File: src/rtl/rms_pkg.sv
// Shared definitions for the RMS engine front end: engine commands, sample width,
// sequencer state encoding and the engine push payload.
package rms_pkg;

  localparam int unsigned SAMPLE_W       = 32;
  localparam int unsigned ENGINE_CNT_MAX = 1023;

  typedef enum logic [1:0] {
    CMD_ADD          = 2'b00,
    CMD_SUB          = 2'b01,
    CMD_ADD_CALC     = 2'b10,
    CMD_ADD_CALC_CLR = 2'b11
  } cmd_e;

  typedef logic signed [SAMPLE_W-1:0] sample_t;

  typedef enum logic [1:0] {
    S_IDLE = 2'b00,
    S_POP  = 2'b01,
    S_PUSH = 2'b10
  } seq_state_e;

  // One engine push: command plus its operand sample.
  typedef struct packed {
    cmd_e    cmd;
    sample_t x;
  } eng_req_t;

endpackage

File: src/rtl/rms_window_seq_if.sv
// Sample-in handshake and engine push/command bus of the RMS window sequencer.
interface rms_window_seq_if;
  import rms_pkg::*;

  logic       in_valid;
  logic       in_ready;
  sample_t    in_data;
  logic       in_last;
  logic       pushout;
  logic [1:0] cmdout;
  sample_t    Xout;
  logic       win_full;

  modport master (
    output in_valid, in_data, in_last,
    input  in_ready, pushout, cmdout, Xout, win_full
  );

  modport slave (
    input  in_valid, in_data, in_last,
    output in_ready, pushout, cmdout, Xout, win_full
  );

endinterface

File: src/rtl/rms_hist_ram.sv
// Window history: WIN x 32 register array, one synchronous write port and one
// asynchronous read port. Contents are not reset.
module rms_hist_ram
  import rms_pkg::*;
#(
  parameter int unsigned WIN = 16,
  parameter int unsigned PW  = (WIN > 1) ? $clog2(WIN) : 1
) (
  input  logic          clk,
  input  logic          we,
  input  logic [PW-1:0] waddr,
  input  sample_t       wdata,
  input  logic [PW-1:0] raddr,
  output sample_t       rdata
);

  sample_t mem [WIN];

  always_ff @(posedge clk) begin
    if (we) mem[waddr] <= wdata;
  end

  assign rdata = mem[raddr];

endmodule

File: src/rtl/rms_window_seq.sv
// Sliding-window command sequencer for the RMS engine: turns a sample stream into
// SUB-oldest / ADD-newest pushes over a circular history of WIN samples.
module rms_window_seq
  import rms_pkg::*;
#(
  parameter int unsigned WIN = 16,
  parameter int unsigned PW  = (WIN > 1) ? $clog2(WIN) : 1
) (
  input logic             clk,
  input logic             rst,
  rms_window_seq_if.slave bus
);

  localparam int unsigned   CW        = $clog2(WIN + 1);
  localparam logic [PW-1:0] PTR_LAST  = PW'(WIN - 1);
  localparam logic [CW-1:0] CNT_FULL  = CW'(WIN);
  localparam logic [CW-1:0] CNT_PRE   = CW'(WIN - 1);

  if (WIN == 0 || WIN > ENGINE_CNT_MAX) begin : g_win_check
    $error("rms_window_seq: WIN must be within 1..ENGINE_CNT_MAX");
  end

  seq_state_e    state_q, state_d;
  logic [PW-1:0] ptr_q, ptr_d;
  logic [CW-1:0] cnt_q, cnt_d;
  sample_t       sample_q, sample_d;
  logic          last_q, last_d;
  eng_req_t      eng_q, eng_d;
  logic          push_q, push_d;
  logic          ready_q, ready_d;
  logic          full_q, full_d;
  logic          hs;
  logic          wr_en;
  logic [PW-1:0] rd_addr;
  sample_t       rd_data;

  rms_hist_ram #(.WIN(WIN), .PW(PW)) u_hist (
    .clk   (clk),
    .we    (wr_en),
    .waddr (ptr_q),
    .wdata (sample_q),
    .raddr (rd_addr),
    .rdata (rd_data)
  );

  assign hs      = bus.in_valid && (state_q != S_POP);
  assign rd_addr = ptr_d;

  // Pointer/count update: only a PUSH writes history and advances the window.
  always_comb begin
    ptr_d = ptr_q;
    cnt_d = cnt_q;
    wr_en = 1'b0;
    if (state_q == S_PUSH) begin
      wr_en = 1'b1;
      if (last_q) begin
        ptr_d = '0;
        cnt_d = '0;
      end else begin
        ptr_d = (ptr_q == PTR_LAST) ? '0 : ptr_q + PW'(1);
        if (cnt_q != CNT_FULL) cnt_d = cnt_q + CW'(1);
      end
    end
  end

  // Next state and next-cycle output decode.
  always_comb begin
    state_d  = state_q;
    sample_d = sample_q;
    last_d   = last_q;
    eng_d    = eng_q;

    if (hs) begin
      sample_d = bus.in_data;
      last_d   = bus.in_last;
    end

    case (state_q)
      S_POP:   state_d = S_PUSH;
      default: state_d = hs ? ((cnt_d == CNT_FULL) ? S_POP : S_PUSH) : S_IDLE;
    endcase

    if (state_d == S_PUSH) begin
      eng_d.x = sample_d;
      if (last_d)                                     eng_d.cmd = CMD_ADD_CALC_CLR;
      else if (cnt_d == CNT_PRE || cnt_d == CNT_FULL) eng_d.cmd = CMD_ADD_CALC;
      else                                            eng_d.cmd = CMD_ADD;
    end else if (state_d == S_POP) begin
      eng_d.cmd = CMD_SUB;
      // Oldest slot may be the one being written this cycle (WIN=1).
      eng_d.x   = (wr_en && (ptr_d == ptr_q)) ? sample_q : rd_data;
    end

    push_d  = (state_d != S_IDLE);
    ready_d = (state_d != S_POP);
    full_d  = (cnt_d == CNT_FULL);
  end

  always_ff @(posedge clk or posedge rst) begin
    if (rst) begin
      state_q  <= S_IDLE;
      ptr_q    <= '0;
      cnt_q    <= '0;
      sample_q <= '0;
      last_q   <= 1'b0;
      eng_q    <= '0;
      push_q   <= 1'b0;
      ready_q  <= 1'b1;
      full_q   <= 1'b0;
    end else begin
      state_q  <= state_d;
      ptr_q    <= ptr_d;
      cnt_q    <= cnt_d;
      sample_q <= sample_d;
      last_q   <= last_d;
      eng_q    <= eng_d;
      push_q   <= push_d;
      ready_q  <= ready_d;
      full_q   <= full_d;
    end
  end

  assign bus.in_ready = ready_q;
  assign bus.pushout  = push_q;
  assign bus.cmdout   = eng_q.cmd;
  assign bus.Xout     = eng_q.x;
  assign bus.win_full = full_q;

endmodule

File: src/flat_wrapper.sv
// flat-port wrapper written by rule: the top's interface ports become plain ports
module rms_window_seq_flat import rms_pkg::*;
#(
  parameter int unsigned WIN = 16,
  parameter int unsigned PW  = (WIN > 1) ? $clog2(WIN) : 1
)
  (clk, rst, bus_in_valid, bus_in_data, bus_in_last, bus_in_ready, bus_pushout, bus_cmdout, bus_Xout, bus_win_full);
  rms_window_seq_if bus_i ();
  input logic clk;
  input logic rst;
  input wire logic [$bits(bus_i.in_valid)-1:0] bus_in_valid;
  input wire logic [$bits(bus_i.in_data)-1:0] bus_in_data;
  input wire logic [$bits(bus_i.in_last)-1:0] bus_in_last;
  output wire logic [$bits(bus_i.in_ready)-1:0] bus_in_ready;
  output wire logic [$bits(bus_i.pushout)-1:0] bus_pushout;
  output wire logic [$bits(bus_i.cmdout)-1:0] bus_cmdout;
  output wire logic [$bits(bus_i.Xout)-1:0] bus_Xout;
  output wire logic [$bits(bus_i.win_full)-1:0] bus_win_full;
  assign bus_i.in_valid = bus_in_valid;
  assign bus_i.in_data = bus_in_data;
  assign bus_i.in_last = bus_in_last;
  assign bus_in_ready = bus_i.in_ready;
  assign bus_pushout = bus_i.pushout;
  assign bus_cmdout = bus_i.cmdout;
  assign bus_Xout = bus_i.Xout;
  assign bus_win_full = bus_i.win_full;
  rms_window_seq #(.WIN(WIN), .PW(PW)) u_core (.clk(clk), .rst(rst), .bus(bus_i));
endmodule
File: config.mk
export PLATFORM = sky130hd
export DESIGN_NAME = rms_window_seq_flat
export DESIGN_NICKNAME = d
export VERILOG_FILES = /design/src/rtl/rms_pkg.sv /design/src/rtl/rms_window_seq_if.sv /design/src/rtl/rms_hist_ram.sv /design/src/rtl/rms_window_seq.sv /design/src/flat_wrapper.sv
export SDC_FILE = /design/constraint.sdc
export NUM_CORES = 1
export LEC_CHECK = 0
export CAP_MARGIN = 20
export CORE_MARGIN = 2
export CORE_UTILIZATION = 53
export DETAILED_ROUTE_END_ITERATION = 10
export PLACE_DENSITY = 0.7
export SYNTH_ARGS = -nofsm -noshare
export SYNTH_HDL_FRONTEND = slang
export SYNTH_SLANG_ARGS = --single-unit
File: constraint.sdc
create_clock -name clk -period 11.15 [get_ports clk]
set_input_delay 1.115 -clock clk [delete_from_list [all_inputs] [get_ports clk]]
set_output_delay 1.115 -clock clk [all_outputs]
set_load 0.005 [all_outputs]
Yosys cells after proc, flatten, opt, wreduce, memory -nomap -nowiden
Memory sizes are Yosys's and may differ from the RTL's.
Cells that the tools add are included.
{"block": "word_totals", "regBits": 81, "out_inout_bits": 37, "word_cells": 48, "in_bits": 36, "n_memories": 1, "ramBits": 512}
{"block": "classes", "mux": 19, "reduce_logical": 5, "n_eq_ne": 11, "add_sub_neg": 2}
{"name": "u_core.u_hist.mem", "words": 16, "word_bits": 32, "rd": 1, "rd_clocked_by_memory_dff": 0, "write_ports": 1, "line": "rms_hist_ram.sv:17", "text": "sample_t mem [WIN];"}
{"cell": "two-way mux 34 bit", "n": 2}
{"cell": "two-way mux 32 bit", "n": 2}
{"cell": "two-way mux 5 bit", "n": 3}
{"cell": "two-way mux 4 bit", "n": 3}
{"cell": "two-way mux 2 bit", "n": 5}
{"cell": "adder 5 x 1 -> 5 bit, second input constant", "n": 1}
{"cell": "equality test 5 x 4 -> 1 bit, second input constant", "n": 1}
{"cell": "equality test 5 bit, second input constant", "n": 1}
{"cell": "!= test 5 bit, second input constant", "n": 1}
{"cell": "adder 4 x 1 -> 4 bit, second input constant", "n": 1}
{"cell": "equality test 2 x 1 -> 1 bit, second input constant", "n": 2}
{"cell": "equality test 2 bit, second input constant", "n": 2}
{"cell": "equality test 4 bit", "n": 1}
{"cell": "equality test 4 bit, second input constant", "n": 1}
{"cell": "two-way mux 1 bit", "n": 4}
{"cell": "!= test 2 x 1 -> 1 bit, second input constant", "n": 2}
{"cell": "nonzero test 2 bit", "n": 2}
{"cell": "logical AND 1 bit", "n": 2}
{"cell": "logical OR 1 bit", "n": 1}

Logic depth before layout (Yosys ltp)
Gate-level depths: netlist of the first run.
{"block": "logic_depth", "ltp_word": 11, "ltp_mapped": 11, "ltp_nobuf": 9}

Modules after synthesis
Synthesis of the first run repeated with hierarchy kept, for this count alone.
{"block": "unflattened", "hier_cells": 1112, "area_unflattened_um2": 22858.2}
{"module": "rms_hist_ram", "n_inst": 1, "seq_area_each_um2": 15374.7, "area_each_um2": 19213.4, "cells_each": 806}
{"module": "rms_window_seq", "n_inst": 1, "seq_area_each_um2": 2028.2, "area_each_um2": 3644.7, "cells_each": 306}

Worst setup path before layout of the first run
Ideal clock, no wire load.
{"block": "synth_timing", "kind": "flip-flop to flip-flop", "startpoint": "register u_core.ptr_q[0]", "endpoint": "register u_core.eng_q (netlist bit u_core.bus.Xout[25])", "slack_ns": 6.903, "n_path_buf": 1, "setup_ns": 0.086, "period_less_slack_ns": 4.247, "t_arrival_ns": 4.161, "path_stages_with_launch": 9, "required_ns": 11.064, "cell_sequence": "dfrtp_1 -> ha_1 -> nand2_1 -> nor3_1 -> a21oi_1 -> o32ai_1 -> clkbuf_1 -> a22oi_1 -> a32oi_1"}
{"block": "synth_between", "elab_chain_cells": 9, "word_cells_on_any_way": 11, "classes_between": "add/sub (1); eq/ne (2); mux (6); reduce/logical (1); memory (1)"}
{"element": "start, declared", "line": "rms_window_seq.sv:24", "text": "logic [PW-1:0] ptr_q, ptr_d;"}
{"element": "start signal, assigned", "line": "rms_window_seq.sv:112", "text": "ptr_q <= ptr_d;"}
{"element": "parallel branches: the longest is 6 deep, another holds memory (16 x 32 bit)"}
{"element": "two-way mux 32 bit (*)", "line": "rms_window_seq.sv:91", "text": "eng_d.x = (wr_en && (ptr_d == ptr_q)) ? sample_q : rd_data;"}
{"element": "two-way mux 34 bit (*)", "line": "rms_window_seq.sv:88", "text": "end else if (state_d == S_POP) begin"}
{"element": "two-way mux 34 bit (*)", "line": "rms_window_seq.sv:83", "text": "if (state_d == S_PUSH) begin"}
{"element": "end signal, assigned", "line": "rms_window_seq.sv:116", "text": "eng_q <= eng_d;"}
{"element": "end, declared", "line": "rms_window_seq.sv:28", "text": "eng_req_t eng_q, eng_d;"}
Every way passes the cells marked *. The select of a mux whose other input is x is not followed.
A chain may end at the register's enable or synchronous reset.

Final worst setup path of the first run
{"block": "layout_timing", "startpoint": "register u_core.state_q[0]", "endpoint": "register u_core.eng_q (netlist bit u_core.bus.Xout[5])"}
{"block": "layout_between", "elab_chain_cells": 8, "word_cells_on_any_way": 21, "classes_between": "eq/ne (7); mux (10); reduce/logical (3); memory (1)"}
{"element": "start, declared", "line": "rms_window_seq.sv:23", "text": "seq_state_e state_q, state_d;"}
{"element": "start signal, assigned", "line": "rms_window_seq.sv:111", "text": "state_q <= state_d;"}
{"element": "equality test 2 bit", "line": "rms_window_seq.sv:54", "text": "if (state_q == S_PUSH) begin"}
{"element": "two-way mux 5 bit", "line": "rms_window_seq.sv:54"}
{"element": "equality test 5 bit", "line": "rms_window_seq.sv:80", "text": "default: state_d = hs ? ((cnt_d == CNT_FULL) ? S_POP : S_PUSH) : S_IDLE;"}
{"element": "two-way mux 2 bit (2 in a row)", "line": "rms_window_seq.sv:80"}
{"element": "two-way mux 2 bit", "line": "rms_window_seq.sv:78", "text": "case (state_q)"}
{"element": "equality test 2 bit or equality test 2 x 1 -> 1 bit (tied branches)", "line": "rms_window_seq.sv:83, rms_window_seq.sv:88"}
{"element": "two-way mux 34 bit or nonzero test 2 bit (tied branches)"}
Parallel ways exist; a longest one is shown, timed or not. The select of a mux whose other input is x is not followed.

==> reports/metrics.cfg, run 1 <==
[detailed_routing]
initialDrtViolationCount = 1678
drtPass1Iterations = 7
routed_wl_mm = 57.3
wl_per_cell_um = 26.6
vias = 13500
drc = 0
via_per_inst = 6.24
ant_nets = 0

[placement]
io_buffer_count = 72
gp_congestion = 0.791
placed_cells = 2048
dp_hpwl_mm = 28.5

[floorplanning]
pin_count = 73
design.core.area_um2 = 43900
die_w_um = 214
die-area_um2 = 46000
rows = 77
initial_core_util_pct = 53.4
die_h_um = 214

[cts]
cts_made_buffers = 58
cts.sinks = 593
clockRootBuffer = clkbuf_16
cts_max_path_buffers = 3
cts_setup_buffers = 0
insertion_delay_ns = 0.62
cts_tree = built
clkTransAtPathRegs_ns = 0.06
cts.htree.levels = 2
postCtsHoldBufs = 0
cts_resized = 0

[timing]
rsz0062_at_grt = no
clock.fmax_ghz = 0.207
skew_ns = 0.0171
final.setup.tns_ns = 0
period_share_pct = 43.3
tightest_slew_ns = 1.20
slew_viol_final = 0
period_needed_ns = 4.82
hold_violations = 0
slew_headroom_pct = 20.0
setup_viol = 0

[synthesis]
synthDistinctLibCells = 52
synth_top_area_share_pct = 65.5
synthArstFlopShare_pct = 13.7
syn-mean-instance-area_um2 = 16.2
synth_edf_count = 512
yosys_register_bits = 593
synth_cells = 1444
syn_nets = 1486
synthTopCellsByArea = edfxtp_1 (66%), dfrtp_1 (8.5%), mux4_2 (6.1%)
yosysMostFrequentCell = edfxtp_1
ys_top_cells_by_count = edfxtp_1 (512), nand2_1 (173), nand3_1 (97)
synthesis.area_um2 = 23500
ys_seq_area_share_pct = 74.2
yosysTopAreaCell = edfxtp_1
yosys_warnings = 0
synth_flop_cell = edfxtp_1

[setup_path]
cp-start-kind = flop
path_class = flop to flop
worstSetupEndpointType = flop
path_max_fanout = 71
critical_path_required_ns = 11.58
cp.arrival_ns = 5.25

[pwr]
powerDensity_nw_per_um2 = 223
power.switching_w = 0.00180
netSwitchingFraction_pct = 30.2
seqPwrFrac_pct = 46.1
clkPwrFrac_pct = 31.4
combPwrFrac_pct = 22.6
ir_drop_uv = 147
p_leak_nw = 8.76
p_int_w = 0.00415

[global_route]
grt_max_degree = 72
antenna_found_initial = 0
grt_usage_pct = 25.0
gr-total-overflow = 0
grt_pass1_wl_mm = 85.1
first_global_vias = 13600

[finish]
area_growth_pct = 14.0
nets = 1558
finalNonFillerCells = 2158
layout-drive-gt1-share_pct = 16.0
num_antenna_cells = 0

[outcome]
status = finished clean

[run]
maxCapViolations = 0

[min_path]
min_path_type = flop to flop

[critical path, cell delays in order (launching register included)]
cell      delay (ns)
dfrtp_1         0.43
and2b_1         0.60
mux2i_4         0.88
buf_4           0.79
inv_2           0.64
nor3_4          0.28
buf_4           0.52
a32oi_1         0.14
o211ai_1        0.16
a32oi_1         0.14
[state kept, by name, summed over array words and instances (netlist names)]
signal and cells:
u_core.bus.in_ready 1, u_core.ptr_q 4, u_core.state_q 2, u_core.bus.win_full 1, u_core.last_q 1, u_core.sample_q 32
u_core.bus.cmdout 2, u_core.cnt_q 5, u_core.bus.pushout 1, u_core.bus.Xout 32, u_core.u_hist.mem 512
[stage by stage]
step                setup WS (ns)  util (%)  hold WS [ns]  area (µm²)  power (W)
floorplan                    6.90         -         0.525       23500    0.00368
global placement             6.49      56.7         0.524       24900    0.00409
detailed placement           6.35      56.8         0.528       24900    0.00412
CTS                          6.34      60.9         0.546       26700    0.00597
global route                 6.07      60.9         0.568       26700    0.00617
finish                       6.33      60.9         0.541       26700    0.00595
[cell usage in the layout, fill, tap and decap left out, drive strengths merged, types with 34 or more instances in the layout]
cell type	count
mux4	64
nand3	97
buf	37
clkbuf	77
edfxtp	512
clkdlybuf4s50	71
dfrtp	80
nor2	78
a21oi	37
a32oi	64
nand2	173
mux2i	34
[power by group through the flow]
stage               Sequential (W)  Clock, W  Combinational (W)
CTS                        0.00274   0.00188            0.00135
global placement           0.00277         0            0.00132
floorplan                  0.00274         0           0.000933
detailed placement         0.00278         0            0.00134
finish                     0.00274   0.00187            0.00134
global route               0.00276   0.00197            0.00144
[logic make-up (layout without fill, tap and decap cells)]
logic type,Yosys count,count (layout),share of synthesized area (%)
multiplexers,130,130,9.15
buffers and inverters,109,231,2.14
AO/OA/AOI/OAI,223,223,7.12
adder cells (fa/ha/maj),6,6,0.320
flip-flops,593,593,74.2
AND/OR/NAND/NOR,383,383,7.10
[path summary, 6_finish.rpt]
| path | startpoint | endpoint | slack [ns] | depth (start not counted) |
|---|---|---|---|---|
| setup / recovery | u_core.state_q[0] | u_core.bus.Xout[5] | 6.33 | 9 |
| hold / removal | u_core.bus.cmdout[1] | u_core.bus.cmdout[1] | 0.54 | 1 |
| setup reg to reg | u_core.state_q[0] | u_core.bus.Xout[5] | 6.33 | 9 |
| hold reg to reg | u_core.bus.cmdout[1] | u_core.bus.cmdout[1] | 0.54 | 1 |
| max in group asynchronous | rst | u_core.ptr_q[0] | 8.99 | 3 |
| min in group asynchronous | rst | u_core.cnt_q[1] | 0.99 | 2 |
[layer usage]
metal,vias up,wire length [µm],track usage (%)
met5,-,0,0
met1,6938,22400,33.0
met4,0,1560,8.38
li1,5827,-,-
met2,599,29100,42.8
met3,110,4320,4.06
[final cells by class]
class	instances	area [µm²]
tap	592	741
clock inverter	33	230
sequential	593	17400
inverter	13	51.3
multi-input combinational	742	5750
fill	3219	17200
clock buffer	77	1580
timing repair buffer	108	990
Power figures use the tool's default switching activity.
==> run 2: changes to the inputs <==
==> constraint.sdc (replaced) <==
create_clock -name clk -period 4.8 [get_ports clk]
set_input_delay 0.48 -clock clk [delete_from_list [all_inputs] [get_ports clk]]
set_output_delay 0.48 -clock clk [all_outputs]
set_load 0.005 [all_outputs]
==> run 2 against run 1 <==
Compared with the run above: sequential share of layout area is 0.43 points lower; routed wire length is 4.2% lower; first-iteration DRC count is 6.5% lower; critical path depth is 1 higher; sequential power is 130% higher; clock skew is 0.0047 ns higher; register-to-register slack worse by 5.2 ns; combinational power is 140% higher; utilization is 0.40 points higher; highest routed layer unchanged; worst hold slack worse by 0.17 ns; clock-buffer cell count is 8 higher; setup slack worse by 5.2 ns.
==> reports/metrics.cfg, run 2 (synthesis gave the netlist of run 1 again) <==
[timing]
setup_viol = 0  ; unchanged
period_share_pct = 77.2  ; +34 points
skew_ns = 0.0219  ; +0.00474 ns
final.setup.tns_ns = 0  ; unchanged
hold_violations = 0  ; unchanged
clock.fmax_ghz = 0.270  ; +30%
hold_ws_ns = 0.373  ; -0.168 ns
tightest_slew_ns = 1.14  ; -0.0575 ns
slew_viol_final = 0  ; unchanged
slew_headroom_pct = 23.8  ; +3.8 points
period_needed_ns = 3.70  ; -1.12 ns
rsz0062_at_grt = no

[finish]
layout-drive-gt1-share_pct = 16.5  ; +0.51 points
area_growth_pct = 14.8
num_antenna_cells = 0  ; unchanged
ff_latch_area_um2 = 17400  ; unchanged
mostFrequentLayoutCell = edfxtp_1
fillers = 3151  ; -2.1%
multiInputGateArea_um2 = 5750  ; unchanged
largest_reg_flops = 512  ; unchanged
final_cell_mix = edfxtp_1 (512), nand2_1 (172), nand3_1 (97)
fin_util_pct = 61.3  ; +0.40 points
stdcell_area_um2 = 26900  ; +0.66%
finalNonFillerCells = 2158  ; unchanged
largest_register = u_core.u_hist.mem
nets = 1558  ; unchanged

[global_route]
first_global_vias = 13500  ; -0.55%
grt_busiest_layer = met2
gr-total-overflow = 0  ; unchanged
use_met3_pct = 4.03  ; -0.028 points
antenna_found_initial = 0  ; unchanged
grt.met1_usage_pct = 33.3  ; +0.32 points
grt_max_degree = 113  ; +57%
gr-usage-met2_pct = 39.5  ; -3.3 points
grt_pass1_wl_mm = 83.3  ; -2.1%
grt_usage_pct = 24.2  ; -0.77 points

[detailed_routing]
wl_per_cell_um = 25.5  ; -4.2%
drc = 0  ; unchanged
via_per_inst = 6.20  ; -0.76%
drtPass1Iterations = 5  ; -2
routed_wl_mm = 54.9  ; -4.2%
initialDrtViolationCount = 1569  ; -6.5%
vias = 13400  ; -0.76%
ant_nets = 0  ; unchanged

[setup_path]
path_max_fanout = 34  ; -52%
rr_worst_depth = 10  ; +1
cp.arrival_ns = 4.12  ; -1.13 ns
worstSetupEndpointType = flop
critical_path_required_ns = 5.22  ; -6.36 ns
path_class = flop to flop
cp-start-kind = flop

[cts]
cts_resized = 0  ; unchanged
clkTransAtPathRegs_ns = 0.06  ; about the same
cts_tree = built
clockRootBuffer = clkbuf_16
cts_setup_buffers = 0  ; unchanged
cts_made_buffers = 58  ; unchanged
postCtsHoldBufs = 0  ; unchanged
insertion_delay_ns = 0.63  ; about the same
cts_max_path_buffers = 3  ; unchanged
cts.sinks = 593  ; unchanged
cts.htree.levels = 2  ; unchanged

[floorplanning]
rows = 77  ; unchanged
pin_count = 73  ; unchanged
design.core.area_um2 = 43900  ; unchanged
die_h_um = 214  ; unchanged
die_w_um = 214  ; unchanged
die-area_um2 = 46000  ; unchanged
initial_core_util_pct = 53.4  ; unchanged

[outcome]
status = finished clean

[placement]
io_buffer_count = 72  ; unchanged
gp_congestion = 0.768  ; -3.0%
dp_hpwl_mm = 28.1  ; -1.3%
placed_cells = 2047  ; -0.049%
dpl_cell_area_um2 = 25000  ; +0.11%

[run]
maxCapViolations = 0  ; unchanged

[pwr]
powerDensity_nw_per_um2 = 523  ; +140%
ir_drop_uv = 406  ; +180%
p_leak_nw = 8.84  ; +0.95%

[min_path]
min_path_type = input port to asynchronous set/reset pin

[run 2: changes by cell type in the layout (fill, tap and decap cells not counted), moves of 2 or more]
cell / change
buf_12: +4
buf_4: -3
bufinv_16: +2
clkbuf_8: +8
clkinv_1: -8
clkinv_8: +2
[run 2: final cells by class]
cell class | instances | area share, %
Sequential cell | 593 | 64.6
Timing Repair Buffer | 108 | 3.85
Clock buffer | 85 | 6.29
Clock inverter | 25 | 0.934
Inverter | 13 | 0.191
Tap cell | 592 | 2.75
Multi-Input combinational cell | 742 | 21.3
[run 2: final timing paths]
check	from	end	slack, ns
worst max register to register	u_core.ptr_q[1]	u_core.bus.Xout[20]	1.10
worst max-delay path	u_core.ptr_q[1]	u_core.bus.Xout[20]	1.10
max in group asynchronous	rst	u_core.sample_q[15]	3.44
worst min-delay path	rst	u_core.sample_q[25]	0.37
min in group clk	bus_in_last	u_core.last_q	0.49
worst min register to register	u_core.bus.cmdout[0]	u_core.bus.cmdout[0]	0.56
[run 2: critical path: stages (launching register included)]
cell and delay (ns):
dfrtp_1 0.48, inv_1 0.15, ha_1 0.29, nor2b_1 0.21, mux2i_4 0.12, buf_4 0.27, inv_2 0.73, buf_4 0.49
mux4_2 0.36, a22oi_1 0.21, a32oi_1 0.14
[run 2: metrics by stage]
step                      worst slack, ns  total power, W
after floorplan                     0.553         0.00854
after global placement               1.24         0.00956
after detailed placement             1.14         0.00963
after CTS                            1.08          0.0142
after global routing                0.857          0.0146
final                                1.10          0.0141
[run 2: power breakdown]
group / switching [W] / internal [W]
Clock: 0.00189 / 0.00266
Combinational: 0.00201 / 0.00116
Sequential: 0.000265 / 0.00610
[run 2: routing by layer]
layer	vias to the layer above	wire length, µm
met5	-	0
met4	0	1680
met3	99	3670
met2	550	27200
met1	6892	22400
li1	5831	-
